--- src/rtl/fft_ctrl.sv ---
// rtl/fft_ctrl.sv - In-place radix-2 FFT sequencing and address generation controller
//
// Ports:
//   clk, rst          single clock, synchronous active-high reset
//   i_start           start one in-place pass (honoured only in IDLE)
//   i_stall           hold butterfly issue while in RUN
//   o_busy            high whenever the controller is not IDLE
//   o_done            one-cycle completion pulse (DONE state)
//   o_stage           current stage index s
//   o_bf_valid        butterfly operand read issued this cycle
//   o_addr_a/b        operand pair read addresses
//   o_tw_addr         twiddle ROM address
//   o_wr_valid        write-back strobe, o_bf_valid delayed PIPE_LAT cycles
//   o_wr_addr_a/b     write-back addresses, o_addr_a/b delayed PIPE_LAT cycles

module fft_ctrl #(
    parameter int N_LOG2   = 3,
    parameter int PIPE_LAT = 2
) (
    input  logic                        clk,
    input  logic                        rst,
    input  logic                        i_start,
    input  logic                        i_stall,
    output logic                        o_busy,
    output logic                        o_done,
    output logic [$clog2(N_LOG2)-1:0]   o_stage,
    output logic                        o_bf_valid,
    output logic [N_LOG2-1:0]           o_addr_a,
    output logic [N_LOG2-1:0]           o_addr_b,
    output logic [N_LOG2-2:0]           o_tw_addr,
    output logic                        o_wr_valid,
    output logic [N_LOG2-1:0]           o_wr_addr_a,
    output logic [N_LOG2-1:0]           o_wr_addr_b
);

    localparam int SW = $clog2(N_LOG2);
    localparam int KW = N_LOG2 - 1;
    localparam int CW = $clog2(PIPE_LAT + 1);

    localparam logic [KW-1:0] K_LAST = {KW{1'b1}};
    localparam logic [SW-1:0] S_LAST = SW'(N_LOG2 - 1);

    typedef enum logic [1:0] {IDLE, RUN, DRAIN, DONE} state_t;

    state_t          state;
    logic [KW-1:0]   k;
    logic [SW-1:0]   s;
    logic [CW-1:0]   cnt;

    // Issue-side address computation. In DRAIN the only issue that can
    // happen is the first butterfly of the next stage, issued on the same
    // edge that leaves DRAIN, so the operands are taken as (k=0, s+1).
    logic [KW-1:0]     iss_k;
    logic [SW-1:0]     iss_s;
    logic [KW-1:0]     mask_k;
    logic [KW-1:0]     pos_k;
    logic [N_LOG2-1:0] iss_a;
    logic [N_LOG2-1:0] iss_b;
    logic [KW-1:0]     iss_tw;
    int                tw_sh;

    always_comb begin
        iss_k = k;
        iss_s = s;
        if (state == DRAIN) begin
            iss_k = '0;
            iss_s = s + SW'(1);
        end
        // span-1 mask; wraps to all ones on the last stage where span = N/2
        mask_k = (KW'(1) << iss_s) - KW'(1);
        pos_k  = iss_k & mask_k;
        // (j << (s+1)) | p  ==  ((k with low s bits cleared) << 1) | p
        iss_a  = {iss_k & ~mask_k, 1'b0} | {1'b0, pos_k};
        // bit s of iss_a is always clear, so OR is the same as adding span
        iss_b  = iss_a | (N_LOG2'(1) << iss_s);
        tw_sh  = KW - int'(iss_s);
        iss_tw = pos_k << tw_sh;
    end

    assign o_stage = s;

    always_ff @(posedge clk) begin
        if (rst) begin
            state      <= IDLE;
            k          <= '0;
            s          <= '0;
            cnt        <= '0;
            o_busy     <= 1'b0;
            o_done     <= 1'b0;
            o_bf_valid <= 1'b0;
            o_addr_a   <= '0;
            o_addr_b   <= '0;
            o_tw_addr  <= '0;
        end else begin
            o_bf_valid <= 1'b0;
            o_done     <= 1'b0;
            case (state)
                IDLE: begin
                    if (i_start) begin
                        state  <= RUN;
                        o_busy <= 1'b1;
                        k      <= '0;
                        s      <= '0;
                    end
                end
                RUN: begin
                    if (!i_stall) begin
                        o_bf_valid <= 1'b1;
                        o_addr_a   <= iss_a;
                        o_addr_b   <= iss_b;
                        o_tw_addr  <= iss_tw;
                        k          <= k + KW'(1);
                        if (k == K_LAST) begin
                            state <= DRAIN;
                            cnt   <= '0;
                        end
                    end
                end
                DRAIN: begin
                    // DRAIN spans the cycle showing the last issue plus
                    // PIPE_LAT quiet cycles, so the last write-back lands
                    // before the next stage's first read.
                    if (cnt == CW'(PIPE_LAT)) begin
                        if (s == S_LAST) begin
                            state  <= DONE;
                            o_done <= 1'b1;
                        end else begin
                            state <= RUN;
                            s     <= iss_s;
                            k     <= '0;
                            if (!i_stall) begin
                                o_bf_valid <= 1'b1;
                                o_addr_a   <= iss_a;
                                o_addr_b   <= iss_b;
                                o_tw_addr  <= iss_tw;
                                k          <= KW'(1);
                            end
                        end
                    end else begin
                        cnt <= cnt + CW'(1);
                    end
                end
                DONE: begin
                    state  <= IDLE;
                    o_busy <= 1'b0;
                end
                default: state <= IDLE;
            endcase
        end
    end

    // Write-back delay line: free-running, independent of state and stall.
    logic [PIPE_LAT-1:0]             dl_v;
    logic [PIPE_LAT-1:0][N_LOG2-1:0] dl_a;
    logic [PIPE_LAT-1:0][N_LOG2-1:0] dl_b;

    always_ff @(posedge clk) begin
        if (rst) begin
            dl_v <= '0;
            dl_a <= '0;
            dl_b <= '0;
        end else begin
            dl_v[0] <= o_bf_valid;
            dl_a[0] <= o_addr_a;
            dl_b[0] <= o_addr_b;
            for (int i = 1; i < PIPE_LAT; i++) begin
                dl_v[i] <= dl_v[i-1];
                dl_a[i] <= dl_a[i-1];
                dl_b[i] <= dl_b[i-1];
            end
        end
    end

    assign o_wr_valid  = dl_v[PIPE_LAT-1];
    assign o_wr_addr_a = dl_a[PIPE_LAT-1];
    assign o_wr_addr_b = dl_b[PIPE_LAT-1];

endmodule

--- config.mk ---
export PLATFORM = sky130hd
export DESIGN_NAME = fft_ctrl
export DESIGN_NICKNAME = d
export VERILOG_FILES = /design/src/rtl/fft_ctrl.sv
export SDC_FILE = /design/constraint.sdc
export NUM_CORES = 1
export LEC_CHECK = 0
export CAP_MARGIN = 40
export CORE_ASPECT_RATIO = 0.9
export CORE_MARGIN = 2
export CORE_UTILIZATION = 56
export CTS_CLUSTER_SIZE = 16
export DETAILED_ROUTE_END_ITERATION = 10
export PLACE_DENSITY = 0.79
export SETUP_SLACK_MARGIN = 0.2
export SYNTH_ARGS = -nofsm -noshare
export SYNTH_HDL_FRONTEND = slang
export SYNTH_SLANG_ARGS = --single-unit
--- constraint.sdc ---
create_clock -name clk -period 7.2 [get_ports clk]
set_input_delay 1.08 -clock clk [delete_from_list [all_inputs] [get_ports clk]]
set_output_delay 1.08 -clock clk [all_outputs]
set_load 0.01 [all_outputs]
After elaboration in Yosys (flattened, before gate mapping)
Index checks and enable logic that the tools add are counted.
W data, S select, Z words.

word-level totals
  register bits = 33
  output and inout port bits = 20
  input bits = 4

operators by class
  bitwise operators = 7
  reduce and logical (&&, ||, !) cells = 12
  mux-type cells = 40
  equality and inequality tests = 12
  add/sub/neg operators = 5
  shifts and indexed selects = 3

operators by type and width
  cell                   number
  $mux W2                19
  $shl A2 B32 Y2         1
  $mux W3                6
  $pmux W2 S2            3
  $pmux W3 S2            2
  $reduce_and A4 Y1      3
  $eq A2 B2 Y1 const B   5
  $ne A2 B2 Y1 const B   5
  $pmux W2 S4            1
  $add A2 B1 Y2 const B  3
  $mux W1                6
  $pmux W2 S3            1
  $reduce_bool A2 Y1     3
  $reduce_and A5 Y1      1
  $and A2 B2 Y2          2
  $pmux W1 S2            2
  $or A3 B2 Y3           1
  $or A3 B3 Y3           1
  $reduce_and A3 Y1      1
  $reduce_bool A3 Y1     1
  $reduce_or A3 Y1       1
  $shl A1 B2 Y3 const A  1
  $sub A2 B2 Y3 const A  1
  $eq A2 B1 Y1 const B   1
  other kinds (7)        8

Longest topological paths before layout
  word-level depth = 12
  gate-level depth with buffers = 10
  depth with buffers taken out = 9

Least setup slack after synthesis
Ideal clock, no wire load.

  path type = flip-flop to flip-flop
  start = reg s[0] (netlist: o_stage[0])
  end = reg o_tw_addr[1]
  arrival time = 2.240 ns
  setup time = 0.088 ns
  required time = 7.112 ns
  slack = 4.872 ns
  cell stages (with the launch flop) = 10
  cell sequence = dfxtp_1 inv_1 ha_1 nor2b_4 nor2_2 ha_1 inv_1 or3_1 a211o_1 a311oi_2

on the way
  longest elaborated chain between the ends = 10
  elaborated cells on any way between the ends = 14
  classes of those cells = 3 x add/sub; 2 x eq/ne; 2 x shift; 5 x mux; 1 x bitwise; 1 x reduce/logical

RTL lines
  item                    RTL line  RTL
  from (decl)             47        logic [SW-1:0] s;
  from (signal assigned)  129       s <= iss_s;
  $add A2 B1 Y2           67        iss_s = s + SW'(1);
  $mux W2                 65        if (state == DRAIN) begin
  $shl A1 B2 Y2           70        mask_k = (KW'(1) << iss_s) - KW'(1);
  $sub A2 B2 Y2           70
  $and A2 B2 Y2           71        pos_k = iss_k & mask_k;
  $shl A2 B32 Y2          77        iss_tw = pos_k << tw_sh;
  $mux W2                 107, 131
  $mux W2                 124       if (s == S_LAST) begin
  $mux W2                 123       if (cnt == CW'(PIPE_LAT)) begin
  $pmux W2 S2             97        case (state)
  to (signal assigned)    111       o_tw_addr <= iss_tw;
  to (signal assigned)    135       o_tw_addr <= iss_tw;
  to (decl)               30        output logic [N_LOG2-2:0] o_tw_addr,

Several ways; a longest one is shown, not always the timed one. The select of a mux whose other input is x is not followed.
A chain may end at the register's enable or synchronous reset.

Worst setup path in the final report
  start = reg state[0]
  end = reg o_tw_addr[1]

on the way
  longest elaborated chain between the ends = 10
  elaborated cells on any way between the ends = 17
  classes of those cells = 2 x add/sub; 4 x eq/ne; 2 x shift; 6 x mux; 1 x bitwise; 2 x reduce/logical

RTL lines
  item                    RTL line  RTL
  from (decl)             45        state_t state;
  from (signal assigned)  84        state <= IDLE;
  from (signal assigned)  100       state <= RUN;
  from (signal assigned)  114       state <= DRAIN;
  $eq A2 B2 Y1            65, 97
  $mux W2                 65
  $shl A1 B2 Y2           70
  $sub A2 B2 Y2           70
  $and A2 B2 Y2           71
  $shl A2 B32 Y2          77
  $mux W2                 107, 131
  $mux W2                 124
  $mux W2                 123
  $pmux W2 S2             97

Several ways; a longest one is shown, not always the timed one. The select of a mux whose other input is x is not followed.

==> reports/results.ini <==
[worst_setup_path]
cp.arrival_ns = 2.89
crit_type = reg -> reg
path_max_fanout = 10
cp-end-kind = flop
r2r_end = o_tw_addr[1]
reg2reg_from = state[0]
critPathRequiredTime_ns = 7.43
start_kind = flop
reg2reg_slack_ns = 4.55
ff2ff_path_depth = 9

[global_routing]
track_usage_pct = 19.0
grt_pass1_wl_mm = 4.55
grt_max_degree = 26
antenna_found_initial = 0
grt_pass1_vias = 1043
gr-total-overflow = 0

[timing]
finalHoldWorstSlack_ns = 0.453
slew_headroom_pct = 59.8
maxSlewViolCount = 0
hold_violations = 0
period_share_pct = 36.8
rsz0062_at_grt = false
tightest_slew_ns = 0.604
fin_skew_ns = 0.00851
final-setup-viol-count = 0
fmax_mhz = 377
min_period_ns = 2.65
fin_tns_setup_ns = 0

[layout]
layoutNonFillerInstCount = 218
drive_gt1_share_pct = 9.57
finalNetCount = 200
register_area_um2 = 661
fillerInstances = 222
syn_to_final_growth_pct = 18.7
final_core_util_pct = 68.7
diodes = 0
multiInputGateArea_um2 = 800

[yosys]
synthArstFlopShare_pct = 0
ys_warn_count = 0
syn_area_um2 = 1560
yosys.area.top_type_share_pct = 42.3
synth-edff-count = 0
ys_types = 40
syn_nets = 180
synth-seq-cells = 33
synthCells = 167
ys_seq_area_share_pct = 42.3
synth_top_area_cell = dfxtp_1
ys.flop_type = dfxtp_1
ys_top_cells_by_area = dfxtp_1, nor2b_1, ha_1
synth.avg_cell_area_um2 = 9.36

[clocking]
clk_pin_slew_ns = 0.10
cts.sinks = 33
cts_hold_buf = 0
insertion_delay_ns = 0.32
cts_buffers = 5
cts_resized = 0
cts_setup_buffers = 0
htreeDepth = 2
clockRootBuffer = clkbuf_4
cts_buffer_depth = 2
tritoncts = done

[status]
status = finished clean

[route]
wire_per_inst_um = 13.0
antenna_left = 0
drt-pass1-iter-count = 4
drt_wl_total_mm = 2.84
drt_iter0_drc = 37
vias = 1193
viasPerCell = 5.47
drc = 0

[power_and_ir_drop]
power_density_nw_per_um2 = 290
max-vdd-ir-drop_v = 0.000138
power_mw = 0.537
p_leak_nw = 0.670

[worst_hold_path]
hold_depth = 1
hp-start = dl_v[0]
hp-class = reg -> reg
min_to = dl_v[1]

[place]
io_buffers = 23
place.gp.congestion = 0.840
dp_hpwl_mm = 2.10
place_inst = 210

[die]
boundaryPins = 24
coreArea_um2 = 2700
start_util_pct = 57.8
fp.dieH_um = 54.1
rows = 18
die_area_um2 = 3230
die_w_um = 59.7

[run]
max-cap-violations = 0

-- how the worst max path moves through the flow --
stage,to,startpoint,depth (start not counted)
floorplan,o_tw_addr[1],o_stage[0],9
global placement,o_addr_a[2],rst,4
detailed placement,o_addr_a[1],i_stall,5
CTS,o_tw_addr[1],state[0],9
global route,o_tw_addr[1],state[0],9
finish,o_tw_addr[1],state[0],9
-- flip-flops by register name, summed over array words and instances (netlist names) --
name	flops
cnt	2
o_wr_addr_b	3
k	2
dl_v	2
dl_b	3
o_busy	1
state	2
dl_a	3
o_stage	2
o_tw_addr	2
o_addr_b	3
o_done	1
o_bf_valid	1
o_addr_a	3
o_wr_addr_a	3
-- cells in the final DEF, fill, tap and decap left out, types with 4 or more instances in the layout --
cell	count
nand2b_1	9
a211oi_1	4
nor2_1	10
inv_1	7
nand2_1	11
dfxtp_1	33
nand3_1	6
ha_1	9
a21oi_1	11
nor2b_1	19
clkbuf_4	5
clkdlybuf4s50_1	23
-- cell families after synthesis --
family          count (synthesis)  share of synthesized area [%]
mux                             2                           1.28
xor+xnor                        2                           1.60
buf+inv                        19                           6.56
fa+ha+maj                       9                           7.21
flops                          33                           42.3
simple gates                   73                           27.5
compound gates                 29                           13.5
-- cells in the mapped netlist, types with 3 or more instances --
cell type	count
a21oi_1	11
a211oi_1	4
nand2_1	11
nor2_1	10
buf_4	6
clkbuf_1	3
dfxtp_1	33
inv_1	7
nor3_1	3
nand2b_1	9
nor2b_1	19
ha_1	9
nand3b_1	3
nand3_1	6
-- routing by layer --
metal	wire (µm)	part of all wire [%]	track usage, %	vias up
met5	0	0	0	-
met4	21	0.74	7.04	0
met3	141	5.0	6.01	4
met2	1290	45	29.3	33
met1	1390	49	24.7	553
li1	-	-	-	603
-- metrics by stage --
step                setup WS, ns  cell area [µm²]
global placement            4.41             1760
CTS                         4.59             1860
finish                      4.55             1860
detailed placement          4.47             1790
floorplan                   4.87             1560
global route                4.39             1860
-- area by class of cell --
type / count / area share [%]
Clock inverter: 1 / 0.270
Multi-Input combinational cell: 115 / 43.1
Timing Repair Buffer: 24 / 13.9
Inverter: 8 / 1.62
Sequential cell: 33 / 35.6
Clock buffer: 7 / 3.51
Tap cell: 30 / 2.02
-- critical path: stages (launching register included) --
cell      delay, ns
dfxtp_1        0.42
inv_1          0.11
ha_1           0.36
nor2b_4        0.22
nor2_2         0.22
ha_1           0.26
inv_1          0.10
or3_1          0.37
a211o_1        0.27
a311oi_2       0.24
-- power breakdown --
part	leakage (nW)	switching [mW]	internal, mW
sequential	0.267	0.0165	0.206
combinational	0.361	0.109	0.0918
clock	0.0413	0.0580	0.0566
Note: power is estimated with default switching activity, not from simulation.
